$ cat src/rtl/sram_mem_responder_pkg.sv
// Shared definitions for the data-memory / SRAM interface.
package sram_mem_responder_pkg;

  localparam int unsigned SRAM_AW           = 18;
  localparam int unsigned SRAM_DW           = 16;
  localparam int unsigned WORD_IDX_W        = SRAM_AW - 1;
  localparam int unsigned CNT_W             = 4;
  localparam int unsigned DEFAULT_BASE_ADDR = 1024;

  typedef enum logic [1:0] {
    ST_IDLE = 2'd0,
    ST_LOW  = 2'd1,
    ST_HIGH = 2'd2,
    ST_DONE = 2'd3
  } state_e;

  // SRAM word index of a byte address; wraps silently on truncation.
  function automatic logic [WORD_IDX_W-1:0] word_idx(input logic [31:0] address,
                                                     input logic [31:0] base);
    logic [31:0] offset;
    offset = address - base;
    return offset[WORD_IDX_W+1:2];
  endfunction

endpackage

$ cat src/rtl/sram_mem_responder_wait_counter.sv
// Wait-state counter: counts cycles a 16-bit half is held on the SRAM bus.
module sram_wait_counter
  import sram_mem_responder_pkg::*;
#(
  parameter int unsigned WAIT_CYCLES = 3
) (
  input  logic clk,
  input  logic rst,
  input  logic clr,
  input  logic en,
  output logic done
);

  logic [CNT_W-1:0] cnt;

  // Clear has priority over count enable.
  always_ff @(posedge clk) begin
    if (rst || clr) begin
      cnt <= '0;
    end else if (en) begin
      cnt <= cnt + CNT_W'(1);
    end
  end

  // Last wait cycle of the current half.
  assign done = (cnt == CNT_W'(WAIT_CYCLES - 1));

endmodule

$ cat src/rtl/sram_mem_responder.sv
// MEM-stage responder: moves one 32-bit word as two 16-bit SRAM halves.
module sram_mem_responder
  import sram_mem_responder_pkg::*;
#(
  parameter int unsigned BASE_ADDR   = DEFAULT_BASE_ADDR,
  parameter int unsigned WAIT_CYCLES = 3
) (
  input  logic               clk,
  input  logic               rst,
  input  logic               mem_read,
  input  logic               mem_write,
  input  logic [31:0]        address,
  input  logic [31:0]        write_data,
  output logic [31:0]        read_data,
  output logic               ready,
  output logic [SRAM_AW-1:0] sram_addr,
  output logic [SRAM_DW-1:0] sram_dq_out,
  output logic               sram_dq_oe,
  input  logic [SRAM_DW-1:0] sram_dq_in,
  output logic               sram_we_n
);

  state_e                state;
  logic                  is_write;
  logic                  req;
  logic                  cnt_en;
  logic                  cnt_clr;
  logic                  cnt_done;
  logic [WORD_IDX_W-1:0] idx;

  assign req     = mem_read | mem_write;
  assign idx     = word_idx(address, 32'(BASE_ADDR));
  assign cnt_en  = (state == ST_LOW) || (state == ST_HIGH);
  assign cnt_clr = (state == ST_IDLE) || cnt_done;

  sram_wait_counter #(
    .WAIT_CYCLES (WAIT_CYCLES)
  ) u_wait_counter (
    .clk  (clk),
    .rst  (rst),
    .clr  (cnt_clr),
    .en   (cnt_en),
    .done (cnt_done)
  );

  // Completion (or idle with nothing to do) releases the pipeline freeze.
  assign ready = ((state == ST_IDLE) && !req) || (state == ST_DONE);

  // Access sequencer with registered SRAM pins and load result.
  always_ff @(posedge clk) begin
    if (rst) begin
      state       <= ST_IDLE;
      is_write    <= 1'b0;
      read_data   <= '0;
      sram_addr   <= '0;
      sram_dq_out <= '0;
      sram_dq_oe  <= 1'b0;
      sram_we_n   <= 1'b1;
    end else begin
      case (state)
        ST_IDLE: begin
          if (req) begin
            state       <= ST_LOW;
            is_write    <= mem_write;
            sram_addr   <= {idx, 1'b0};
            sram_dq_out <= mem_write ? write_data[15:0] : '0;
            sram_dq_oe  <= mem_write;
            sram_we_n   <= ~mem_write;
          end
        end
        ST_LOW: begin
          if (cnt_done) begin
            state     <= ST_HIGH;
            sram_addr <= {idx, 1'b1};
            if (is_write) begin
              sram_dq_out <= write_data[31:16];
            end else begin
              read_data[15:0] <= sram_dq_in;
            end
          end
        end
        ST_HIGH: begin
          if (cnt_done) begin
            state       <= ST_DONE;
            sram_addr   <= '0;
            sram_dq_out <= '0;
            sram_dq_oe  <= 1'b0;
            sram_we_n   <= 1'b1;
            if (!is_write) begin
              read_data[31:16] <= sram_dq_in;
            end
          end
        end
        ST_DONE: begin
          state <= ST_IDLE;
        end
        default: begin
          state <= ST_IDLE;
        end
      endcase
    end
  end

  // Requester must hold its request steady while stalled.
  a_req_stable : assert property (@(posedge clk)
    (!rst && !ready) |=> $stable({mem_read, mem_write, address, write_data}));

endmodule

$ cat config.mk
export PLATFORM = sky130hd
export DESIGN_NAME = sram_mem_responder
export DESIGN_NICKNAME = d
export VERILOG_FILES = /design/src/rtl/sram_mem_responder_pkg.sv /design/src/rtl/sram_mem_responder_wait_counter.sv /design/src/rtl/sram_mem_responder.sv
export SDC_FILE = /design/constraint.sdc
export NUM_CORES = 1
export LEC_CHECK = 0
export CAP_MARGIN = 25
export CORE_ASPECT_RATIO = 2
export CORE_UTILIZATION = 42
export CTS_BUF_LIST = sky130_fd_sc_hd__clkbuf_2 sky130_fd_sc_hd__clkbuf_4 sky130_fd_sc_hd__clkbuf_8
export DETAILED_ROUTE_END_ITERATION = 8
export PLACE_DENSITY = 0.82
export SLEW_MARGIN = 40
export SYNTH_ARGS = -nofsm -noshare
export SYNTH_HDL_FRONTEND = slang
export SYNTH_SLANG_ARGS = --single-unit
$ cat constraint.sdc
create_clock -name clk -period 2.85 [get_ports clk]
set_input_delay 0.7125 -clock clk [delete_from_list [all_inputs] [get_ports clk]]
set_output_delay 0.7125 -clock clk [all_outputs]
set_load 0.01 [all_outputs]
After elaboration in Yosys (flattened, before gate mapping)

Cells that the tools add are included.

Register bits after elaboration: 75
Latch bits: 0
RAM bits: 0
Bits in read-only memories: 0
Input bits: 84
Logic and storage cells: 58
Memories kept: 0

Add/sub/neg operators: 2
$mul: 0
Div/mod/pow operators: 0
Order comparisons: 0
Equality and inequality tests: 8
Shift operators: 0
Muxes and demuxes: 20
Bitwise logic cells: 3
Reduce and logical (&&, ||, !) cells: 16

Operators with widths:

| kind                                                | count |
|---|---|
| two-way mux 16 bit                                  | 5 |
| two-way mux 18 bit                                  | 3 |
| one-hot mux 18 bit (3 select lines)                 | 1 |
| one-hot mux 16 bit (3 select lines)                 | 1 |
| subtractor 19 x 11 -> 19 bit, second input constant | 1 |
| AND reduction 3 bit                                 | 4 |
| inequality test 2 bit, second input constant        | 4 |
| one-hot mux 2 bit (4 select lines)                  | 1 |
| two-way mux 2 bit                                   | 3 |
| AND reduction 5 bit                                 | 1 |
| adder 4 x 1 -> 4 bit, second input constant         | 1 |
| == test 2 bit, second input constant                | 2 |
| == test 4 x 2 -> 1 bit, second input constant       | 1 |
| logical OR 1 bit                                    | 4 |
| two-way mux 1 bit                                   | 4 |
| one-hot mux 1 bit (2 select lines)                  | 2 |
| AND reduction 4 bit                                 | 1 |
| nonzero test 3 bit                                  | 1 |
| == test 2 x 1 -> 1 bit, second input constant       | 1 |
| zero test 2 bit                                     | 1 |
| inverter 1 bit                                      | 2 |
| AND reduction 2 bit                                 | 1 |
| nonzero test 2 bit                                  | 1 |
| logical AND 1 bit                                   | 1 |
| 2 further kinds                                     | 2 |

Logic depth before layout (Yosys ltp)

Depth after elaboration: 4
Mapped depth: 9

Hierarchy

From an unflattened synthesis, not the netlist that was laid out.

Cell total of the unflattened synthesis: 364
Area, all modules: 3219.3 µm²

By module, submodules not included:

| module             | instances | cells an instance | area an instance (µm²) | sequential area each (µm²) |
|---|---|---|---|---|
| sram_mem_responder | 1         | 344               | 3020.4                 | 1421.4 |
| sram_wait_counter  | 1         | 20                | 198.9                  | 80.1 |

Least setup slack after synthesis

Ideal clock, no wire load.

Path type: input -> output
From: input port mem_write
To: output port ready
Arrival: 1.322 ns
Required time: 2.138 ns
Slack: 0.816 ns
Cell stages on the path: 3
Path buffers: 1
Path through: or3b_1 > buf_6 > nand2_1

Longest elaborated chain between the ends: 4

RTL lines:

| item              | line                     | source |
|---|---|---|
| start, declared   | sram_mem_responder.sv:11 | `input logic mem_write,` |
| OR 1 bit          | sram_mem_responder.sv:31 | `assign req = mem_read \| mem_write;` |
| zero test 1 bit   | sram_mem_responder.sv:47 | `assign ready = ((state == ST_IDLE) && !req) \|\| (state == ST_DONE);` |
| logical AND 1 bit | sram_mem_responder.sv:47 |  |
| logical OR 1 bit  | sram_mem_responder.sv:47 |  |
| end, declared     | sram_mem_responder.sv:15 | `output logic ready,` |

Every way passes these cells.

Worst setup path in the final report

Same ends and word-level chain as after synthesis.

==> results by group <==
Synth
  • Area contributors post-synth: dfxtp_1 (47%), nand2_1 (10%), a21oi_1 (10%)
  • Avg Inst Size Synth: 8.57 um2
  • Seq/Total Area, Yosys: between 40% and 50%
  • Synth cell types: 40
  • Fraction of registers with async set/reset: 0%
  • Top cell type's share of synthesized area: a little under half
  • Dominant cell type by area after synthesis: dfxtp_1
  • Mapped Cells: between 300 and 400
  • EDFF count, synth: 0
  • Syn_nets: 464
  • Seq cells post-synth: 75
  • Top_reg_cell synth: dfxtp_1
  • Synthesized area: approximately 3200 um2
  • Syn. warnings: 0

CTS
  • Clk sinks: between 70 and 80
  • Cts hold-fix bufs: 0
  • CTS Buf Count: 9
  • # Post-CTS Setup Buffers: 0
  • H-tree depth: 3
  • Clock Path Buffers: 2
  • CTS root buffer: clkbuf_8
  • CTS tree: yes
  • Clock transition at the registers of the reported paths: about 0.070 ns
  • Worst skew pair latency: around 0.35 ns

Critical path
  • Reg2reg start: u_wait_counter.cnt[0]
  • CP Data Required Time: 2.14 ns
  • Setup CP Type: input pin to primary output
  • CP startpoint: mem_write
  • Crit path launch type: input pin
  • WP data arrival: ~2.0 ns
  • Crit Path Max Fanout: 2
  • Nature of the critical path endpoint: primary output

Power and ir drop
  • Maximum resistive drop on vdd: about 580 uV
  • LEAKAGE: about 1.7 nW
  • PD cells: between 800 and 900 nW/um2

Placement
  • Cells after DPL: a little under 600
  • Detailed Place HPWL: 6520 um
  • Placer congestion estimate: about 0.77
  • Dpl cell area: between 4000 and 5000 um2
  • Buffers on Ports: roughly 140

Final layout
  • Diode count: 0
  • Fill cell count: 605
  • Final Non-Filler Cells: roughly 590
  • Layout cell share with drive strength beyond 1: about 7.4%
  • Fin util: about two thirds
  • Design Area, Final: 4800 um2
  • Commonest non-fill, non-tap cell in the layout: clkdlybuf4s50_1
  • Most frequent cells in the layout: clkdlybuf4s50_1 (135), nand2_1 (89), dfxtp_1 (75)
  • Area growth syn-to-layout: 50.3%
  • Final Net Count: a little under 600

Worst hold path
  • Hold Startpoint: read_data[24]
  • Worst Hold Class: register to register

Drt
  • Antenna-violating nets left: 0
  • WL met3: roughly 420 um
  • Via count: 3,056
  • WL/cell: 14.5 um
  • DRC Markers: 0
  • Final wirelength: ~8600 um
  • Metal2 WL: 4760 um
  • Via/cell ratio: between 5 and 6
  • Max layer used: met4
  • First-pass iteration count of the detailed router: 4
  • Iter 0 DRT Violations: 87
  • Met1 Routed Length: approximately 3100 um

Global routing
  • First-pass GRT wire length: between 10,000 and 15,000 um
  • Total GRT Usage: around 22%
  • Grt ovf: 0
  • Vias in the first global route: just over 3,000
  • Antenna violations before repair: 0
  • Largest net degree at the start of global routing: 39

Run
  • Maxcap violations: 0

STA
  • Min Tclk post-route: roughly 2.7 ns
  • Period utilization: around 93%
  • Fin Setup TNS: 0 ns
  • Final Setup Violations: 0
  • RSZ-0062 raised after global routing: no
  • Setup Skew: approximately 0.0066 ns
  • Slew Limit Fails: 0
  • Hold WS: roughly 0.46 ns
  • Fin. Hold Viols: 0
  • Max Fclk: approximately 0.38 GHz
  • Worst-Margin Slew: ~0.77 ns
  • Slew HR: 48.4%

Floorplanning
  • Core area: 7320 um2
  • Rows: 44
  • # IOs: roughly 150
  • Starting density of the core: 43.6%
  • Die W: 63.7 um
  • Die height: approximately 130 um
  • Die area: between 7000 and 8000 um2

Run status
  • Status: finished clean
## critical path, stage by stage
cell	delay (ns)
clkdlybuf4s50_1	0.42
or3b_1	0.42
nand2_1	0.10
dlygate4sd2_1	0.30
## cells in the mapped netlist (2+ instances only)
| master | instances |
|---|---|
| a21oi_1 | 64 |
| inv_1 | 7 |
| nand3b_1 | 5 |
| nor2_1 | 10 |
| nand2_1 | 89 |
| xnor2_1 | 3 |
| ha_1 | 7 |
| o31ai_1 | 4 |
| a22oi_1 | 16 |
| and2_1 | 3 |
| nand3_1 | 13 |
| o21ai_0 | 2 |
| xor2_1 | 7 |
| buf_2 | 6 |
| a211oi_2 | 10 |
| a211oi_1 | 8 |
| buf_6 | 2 |
| nor3b_1 | 2 |
| clkbuf_1 | 19 |
| nor3_1 | 2 |
| dfxtp_1 | 75 |
## routing by layer
layer,GRT usage (%),up-vias
met3,5.75,25
li1,-,1530
met1,21.3,1395
met2,41.6,106
met4,11.9,0
met5,0,-
## final cells by class
type / count / area, um2 / share of cell area [%]
clock buffer: 11 / 145 / 3.02
clock inverter: 5 / 100 / 2.08
inverter: 7 / 26.3 / 0.547
multi-input combinational: 262 / 1520 / 31.6
sequential: 75 / 1500 / 31.3
tap: 92 / 115 / 2.40
timing repair buffer: 141 / 1400 / 29.0
## sequential cells by signal, indices dropped and copies added, names as in the netlist
signal / flops
u_wait_counter.cnt: 4
read_data: 32
sram_addr: 18
sram_dq_oe: 1
sram_dq_out: 16
sram_we_n: 1
state: 2
is_write: 1
## what timing repair did
item | in CTS | in global routing
hold endpoints to repair | 0 | 0
setup endpoints to repair | 1 | 0
resized for setup | 1 | 0
## kinds of logic (layout without fill, tap and decap cells)
group	count (synthesis)	in the layout	share of synthesized area (%)
and+or+nand+nor	134	134	18.9
AOI/OAI and AO/OA	110	110	22.9
buffers and inverters	36	164	5.44
adders and majority gates	7	7	2.74
muxes	1	1	0.313
xor gates and xnor gates	10	10	2.74
DFF	75	75	47.0
## power breakdown
part	switching, mW	internal (mW)	total (mW)	leakage, nW
clock	0.371	0.612	0.983	0.127
sequential	0.132	1.29	1.42	0.612
combinational	1.02	0.885	1.91	0.968
## stage by stage
stage / setup slack [ns] / power [mW]
floorplan: 0.816 / 2.68
global placement: -0.0678 / 3.31
detailed placement: -0.0624 / 3.37
CTS: 0.189 / 4.37
global route: 0.153 / 4.59
finish: 0.192 / 4.31
## final timing paths
kind                                      end  slack (ns)  depth (start not counted)
worst max-delay path                    ready        0.19                          4
worst min-delay path            read_data[24]        0.46                          2
worst max register to register  sram_addr[16]        0.70                          6
worst min register to register  read_data[24]        0.46                          2
(Power assumes the default switching activity.)
